[config.mk]
export PLATFORM = sky130hd
export DESIGN_NAME = mio_bus_responder
export DESIGN_NICKNAME = d
export VERILOG_FILES = /design/src/rtl/mio_bus_responder.sv
export SDC_FILE = /design/constraint.sdc
export NUM_CORES = 1
export LEC_CHECK = 0
export BUFFER_PORTS_ARGS = -buffer_cell sky130_fd_sc_hd__clkbuf_2
export CAP_MARGIN = 10
export CORE_ASPECT_RATIO = 1.25
export CORE_MARGIN = 2
export CORE_UTILIZATION = 49
export CTS_CLUSTER_DIAMETER = 120
export CTS_CLUSTER_SIZE = 20
export DETAILED_ROUTE_END_ITERATION = 10
export GPL_TIMING_DRIVEN = 0
export PLACE_DENSITY = 0.89
export SYNTH_ARGS = -nofsm -noshare
export SYNTH_HDL_FRONTEND = slang
export SYNTH_SLANG_ARGS = --single-unit
[constraint.sdc]
create_clock -name clk -period 3.25 [get_ports clk]
set_input_delay 0.4875 -clock clk [delete_from_list [all_inputs] [get_ports clk]]
set_output_delay 0.4875 -clock clk [all_outputs]
set_load 0.02 [all_outputs]
[src/rtl/mio_bus_responder.sv]
// -----------------------------------------------------------------------------
// mio_bus_responder
//
// Responder end of the CPU memory/IO handshake. The multicycle controller
// raises CPU_MIO together with MemRead and/or MemWrite. This block completes
// the request against a synchronous block RAM or a small IO register file,
// then returns a single-cycle MIO_ready. The bus carries whole words only.
// The CPU builds halfword accesses itself from full-word reads and writes.
//
// Handshake: a request is taken on the first rising edge where the FSM is in
// IDLE and CPU_MIO && (MemRead || MemWrite) holds. Address, data and direction
// are captured on that edge. Request inputs are ignored until the FSM returns
// to IDLE. MIO_ready is high for exactly one cycle (the DONE state) for each
// request taken. The cycle after DONE is always IDLE, so a CPU that holds
// CPU_MIO high gets one ack per request, never a repeated ack for the same
// request.
//
// Address map (addr_bus[31:28]):
//   4'hF : IO. addr_bus[3:2] selects the register:
//          0 = LED register (RW), 1 = sw_in (RO), 2 = counter (RW), 3 = zero.
//   4'hE : unmapped. Reads return 0, writes are dropped, the request is acked.
//   other: RAM word addr_bus[RAM_AW+1:2]. The upper address bits alias.
//
// Latency, from the accepting edge to MIO_ready high:
//   IO/unmapped = 1 cycle, RAM write = 2 cycles, RAM read = RAM_LAT+1 cycles.
//
// Configuration macro: MIO_COUNTER_EN
//   defined   : a free-running 32-bit counter sits at IO offset 8. A write
//               loads it, and the load takes priority over that cycle's
//               increment.
//   undefined : no counter is built. Offset 8 reads 0, and writes to it are
//               acked and dropped.
//
// Parameters:
//   RAM_AW  : RAM word-address width
//   RAM_LAT : cycles from ram_addr driven to ram_dout sampled (>= 1)
//   LED_W   : width of led_out
//   SW_W    : width of sw_in
//
// Ports:
//   clk        : system clock
//   reset      : synchronous, active-high reset
//   CPU_MIO    : request valid, held by the CPU until it sees MIO_ready
//   MemRead    : read request
//   MemWrite   : write request (wins if MemRead is also set)
//   addr_bus   : byte address, [1:0] ignored
//   Data_in    : write data from the CPU
//   Data_out   : read data to the CPU, holds until the next read completes
//   MIO_ready  : one-cycle completion strobe
//   ram_addr   : RAM word address (latched at accept)
//   ram_din    : RAM write data (latched at accept)
//   ram_we     : RAM write enable, one cycle per RAM write
//   ram_dout   : RAM read data
//   led_out    : LED register
//   sw_in      : switch inputs, already synchronised
//   fsm_state  : current FSM state (IDLE=0, RAM_RD=1, RAM_WR=2, DONE=3)
// -----------------------------------------------------------------------------
module mio_bus_responder #(
    parameter int RAM_AW  = 10,
    parameter int RAM_LAT = 2,
    parameter int LED_W   = 8,
    parameter int SW_W    = 8
) (
    input  logic              clk,
    input  logic              reset,
    input  logic              CPU_MIO,
    input  logic              MemRead,
    input  logic              MemWrite,
    input  logic [31:0]       addr_bus,
    input  logic [31:0]       Data_in,
    output logic [31:0]       Data_out,
    output logic              MIO_ready,
    output logic [RAM_AW-1:0] ram_addr,
    output logic [31:0]       ram_din,
    output logic              ram_we,
    input  logic [31:0]       ram_dout,
    output logic [LED_W-1:0]  led_out,
    input  logic [SW_W-1:0]   sw_in,
    output logic [1:0]        fsm_state
);

    typedef enum logic [1:0] {
        IDLE   = 2'd0,
        RAM_RD = 2'd1,
        RAM_WR = 2'd2,
        DONE   = 2'd3
    } state_t;

    // The wait counter must be able to hold RAM_LAT-1. Sizing it for RAM_LAT
    // keeps the width at least 1 when RAM_LAT is 1.
    localparam int WAIT_W = $clog2(RAM_LAT + 1);

    localparam logic [1:0] IO_LED = 2'd0;
    localparam logic [1:0] IO_SW  = 2'd1;
    localparam logic [1:0] IO_CNT = 2'd2;

    state_t            state;
    state_t            state_next;
    logic [WAIT_W-1:0] wait_cnt;

    // ------------------------------------------------------------------
    // Request decode. These signals are only meaningful in IDLE. In every
    // other state the FSM works from the latched ram_addr/ram_din.
    // ------------------------------------------------------------------
    logic       accept;
    logic       req_io;
    logic       req_unmapped;
    logic       req_ram;
    logic [1:0] io_sel;
    logic       rd_last;

    assign accept       = (state == IDLE) && CPU_MIO && (MemRead || MemWrite);
    assign req_io       = (addr_bus[31:28] == 4'hF);
    assign req_unmapped = (addr_bus[31:28] == 4'hE);
    assign req_ram      = !req_io && !req_unmapped;
    assign io_sel       = addr_bus[3:2];
    assign rd_last      = (wait_cnt == WAIT_W'(RAM_LAT - 1));

    // Address bits outside the decode simply alias.
    logic unused_addr_bits;
    assign unused_addr_bits = ^{addr_bus[27:RAM_AW+2], addr_bus[1:0]};

    // ------------------------------------------------------------------
    // Optional free-running counter at IO offset 8.
    // ------------------------------------------------------------------
    logic [31:0] counter_rdata;

`ifdef MIO_COUNTER_EN
    logic [31:0] counter;

    always_ff @(posedge clk) begin
        if (reset) begin
            counter <= 32'd0;
        end else if (accept && req_io && MemWrite && (io_sel == IO_CNT)) begin
            counter <= Data_in;
        end else begin
            counter <= counter + 32'd1;
        end
    end

    assign counter_rdata = counter;
`else
    assign counter_rdata = 32'd0;
`endif

    // ------------------------------------------------------------------
    // IO read mux. Narrow registers are zero-extended. Unmapped addresses
    // fall through to zero.
    // ------------------------------------------------------------------
    logic [31:0] io_rdata;

    always_comb begin
        io_rdata = 32'd0;
        if (req_io) begin
            case (io_sel)
                IO_LED:  io_rdata[LED_W-1:0] = led_out;
                IO_SW:   io_rdata[SW_W-1:0]  = sw_in;
                IO_CNT:  io_rdata            = counter_rdata;
                default: io_rdata            = 32'd0;
            endcase
        end
    end

    // ------------------------------------------------------------------
    // FSM state register
    // ------------------------------------------------------------------
    always_ff @(posedge clk) begin
        if (reset) begin
            state <= IDLE;
        end else begin
            state <= state_next;
        end
    end

    // ------------------------------------------------------------------
    // FSM next-state logic. IO and unmapped accesses finish on the accept
    // edge, so they go straight to DONE.
    // ------------------------------------------------------------------
    always_comb begin
        state_next = state;
        case (state)
            IDLE: begin
                if (accept) begin
                    if (!req_ram) begin
                        state_next = DONE;
                    end else if (MemWrite) begin
                        state_next = RAM_WR;
                    end else begin
                        state_next = RAM_RD;
                    end
                end
            end
            RAM_RD: begin
                if (rd_last) begin
                    state_next = DONE;
                end
            end
            RAM_WR:  state_next = DONE;
            DONE:    state_next = IDLE;
            default: state_next = IDLE;
        endcase
    end

    assign MIO_ready = (state == DONE);
    assign fsm_state = state;

    // ------------------------------------------------------------------
    // Datapath.
    // ram_addr and ram_din act as the request latches. ram_we is set on the
    // accept edge of a RAM write, so it is high exactly during RAM_WR.
    // In RAM_RD the RAM sees the latched address from the first cycle.
    // ram_dout is sampled on the edge that ends the RAM_LAT-th cycle.
    // ------------------------------------------------------------------
    always_ff @(posedge clk) begin
        if (reset) begin
            Data_out <= 32'd0;
            ram_addr <= '0;
            ram_din  <= 32'd0;
            ram_we   <= 1'b0;
            led_out  <= '0;
            wait_cnt <= '0;
        end else begin
            ram_we <= 1'b0;

            if (accept) begin
                wait_cnt <= '0;
                if (req_ram) begin
                    ram_addr <= addr_bus[RAM_AW+1:2];
                    if (MemWrite) begin
                        ram_din <= Data_in;
                        ram_we  <= 1'b1;
                    end
                end else if (!MemWrite) begin
                    Data_out <= io_rdata;
                end

                if (req_io && MemWrite && (io_sel == IO_LED)) begin
                    led_out <= Data_in[LED_W-1:0];
                end
            end

            if (state == RAM_RD) begin
                if (rd_last) begin
                    Data_out <= ram_dout;
                end else begin
                    wait_cnt <= wait_cnt + 1'b1;
                end
            end
        end
    end

endmodule
==> impl_metrics.json <==
{
  "final_max_slew_viol_count": 0,
  "seqPwrFrac_pct": 43.6,
  "p_sw_uw": 968,
  "yosysSeqAreaShare_pct": 46.5,
  "post_cts_resized": 0,
  "htreeDepth": 3,
  "switching_share_pct": 34.5,
  "area_growth_pct": 31.8,
  "fillCellCount": 640,
  "ctsRootBufferMaster": "clkbuf_8",
  "via_per_inst": 5.67,
  "totalWireLength_mm": 11.8,
  "syn_avg_cell_area_um2": 8.54,
  "hpwl_mm": 9.10,
  "highest_layer": "met4",
  "yosys_warnings": 0,
  "grt_first_pass_wirelength_mm": 18.3,
  "io_buffers": 174,
  "placementRows": 35,
  "crit_path_end_kind": "register",
  "antenna_found_initial": 0,
  "yosys.area.top_type_share_pct": 46.5,
  "power.density_mw_per_mm2": 567,
  "die-area_mm2": 0.00837,
  "wl_met1_mm": 4.54,
  "dr_wl_met3_mm": 1.06,
  "die_h_um": 102,
  "ys_top_cells_by_area": "dfxtp_1, a21oi_1, o21ai_0, nand3_1, o211ai_1",
  "slew_headroom_pct": 64.6,
  "synthArstFlopShare_pct": 0,
  "crit_required_ns": 3.52,
  "finalSetupViolCount": 0,
  "initial_core_util_pct": 50.7,
  "pwr-share-comb_pct": 28.9,
  "numCtsBuffers": 9,
  "io_pins": 195,
  "p_leak_nw": 2.11,
  "wl_met2_mm": 6.02,
  "max_freq_ghz": 0.588,
  "hold_path_class": "in2reg",
  "design.core.area_mm2": 0.00740,
  "worstPathArrival_ns": 1.97,
  "post-route-drc-count": 0,
  "synth_edf_count": 0,
  "finClkSkew_ns": 0.00968,
  "holdBufCountCts": 0,
  "drive_above_1_share_pct": 37.5,
  "grt_overflow_total": 0,
  "start_kind": "register",
  "crit_fanout": 10,
  "ant_nets": 0,
  "synth_commonest_cells": "dfxtp_1, a21oi_1, o21ai_0, nand3_1, buf_2",
  "intPower_mw": 1.83,
  "first_pass_iters": 7,
  "fp.dieW_um": 82.2,
  "p_clk_share_pct": 27.6,
  "tns_ns": 0,
  "cts_setup_buffers": 0,
  "syn_inst": 439,
  "nets": 737,
  "vias": 4086,
  "cts_tree": "built",
  "period_share_pct": 52.3,
  "n_antenna_cell": 0,
  "max_cap_violations": 0,
  "ir_drop_uv": 363,
  "yosysMostFrequentCell": "dfxtp_1",
  "tightest_slew_ns": 0.531,
  "cts_buffer_depth": 2,
  "syn_area_mm2": 0.00375,
  "grt_setup_unrepaired": "false",
  "grt_pass1_vias": 4025,
  "synth_seq_cells": 87,
  "clock_latency_ns": 0.35,
  "routedWlPerCell_um": 16.3,
  "fin_util_pct": 66.8,
  "clk_pin_slew_ns": 0.09,
  "cts.sinks": 87,
  "globalplace.congestion": 0.858,
  "grt_start_max_net_pins": 16,
  "ys_types": 34,
  "synthesis.nets": 552,
  "finalHoldViolCount": 0,
  "criticalPathCategory": "reg2reg",
  "synth_flop_cell": "dfxtp_1",
  "grt_usage_pct": 28.0,
  "status": "complete, no violations",
  "synth_area_leader_cell": "dfxtp_1",
  "min_period_ns": 1.70,
  "drt-initial-drc-count": 163
}
==> per-layer routing <==
layer	track usage (%)	up-vias
li1	-	1983
met1	31.3	1903
met2	50.4	185
met3	8.11	15
met4	8.46	0
met5	0	-
==> worst max-delay path: stages, from the launching register on <==
cell and delay [ns]:
dfxtp_1 0.39, inv_1 0.09, ha_1 0.28, nand3_1 0.20
clkbuf_1 0.37, o21ai_0 0.14, a21oi_1 0.16
==> power by group through the flow <==
| stage | clock network (mW) | logic [mW] | registers, mW |
|---|---|---|---|
| global placement | 0 | 0.776 | 1.24 |
| finish | 0.773 | 0.809 | 1.22 |
| CTS | 0.782 | 0.809 | 1.22 |
| global route | 0.830 | 0.892 | 1.23 |
| detailed placement | 0 | 0.804 | 1.24 |
| floorplan | 0 | 0.423 | 1.35 |
==> area by class of cell <==
class	count	area, um2	area share (%)
Buffer	52	258	5.22
Clock buffer	10	138	2.79
Clock inverter	6	68.8	1.39
Inverter	4	15.0	0.304
Multi-Input combinational cell	296	1730	35.1
Sequential cell	87	1740	35.2
Tap cell	92	115	2.33
Timing Repair Buffer	174	871	17.6
==> final timing paths <==
path              slack [ns]      endpoint  cells past startpoint         start
setup / recovery        1.55   ram_din[29]                      6  fsm_state[0]
hold / removal          0.35  Data_out[29]                      3  ram_dout[29]
setup reg to reg        1.55   ram_din[29]                      6  fsm_state[0]
hold reg to reg         0.48    ram_din[9]                      2    ram_din[9]
==> placed cells by master, fill, tap and decap left out, types with 4 or more instances in the layout <==
cell type / count
clkbuf_8: 10
clkbuf_2: 177
a21oi_1: 75
ha_1: 4
o211ai_1: 25
o21ai_0: 46
o31ai_1: 8
buf_2: 26
o21ai_1: 5
nand2_1: 25
nand3_1: 45
buf_4: 5
inv_1: 4
a31oi_1: 10
nand4_1: 16
clkbuf_1: 17
o21bai_1: 9
mux2_2: 8
dfxtp_1: 87
==> cell families (layout without fill, tap and decap cells) <==
| kind of cell | Yosys count | in the layout | synth area share [%] |
|---|---|---|---|
| mux | 10 | 10 | 3.00 |
| simple gates | 101 | 101 | 14.2 |
| fa+ha+maj | 4 | 4 | 1.34 |
| compound gates | 181 | 181 | 27.8 |
| buf+inv | 56 | 246 | 7.28 |
| flops | 87 | 87 | 46.5 |
==> state kept, by name, indices dropped and copies added, names as in the netlist <==
| name | flops |
|---|---|
| Data_out | 32 |
| ram_din | 32 |
| ram_addr | 10 |
| led_out | 8 |
| fsm_state | 2 |
| wait_cnt | 2 |
| ram_we | 1 |
==> metrics by stage <==
stage / power (mW) / instance area [um2] / worst slack (ns) / hold slack [ns] / instances
after floorplan: 1.77 / 3750 / 1.68 / 0.462 / 439
after global placement: 2.02 / 4730 / 1.54 / 0.459 / 705
after detailed placement: 2.05 / 4730 / 1.44 / 0.469 / 705
after CTS: 2.81 / 4940 / 1.54 / 0.342 / 721
after global routing: 2.95 / 4940 / 1.38 / 0.348 / 721
final: 2.80 / 4940 / 1.55 / 0.350 / 721
Note: power is estimated with default switching activity, not from simulation.
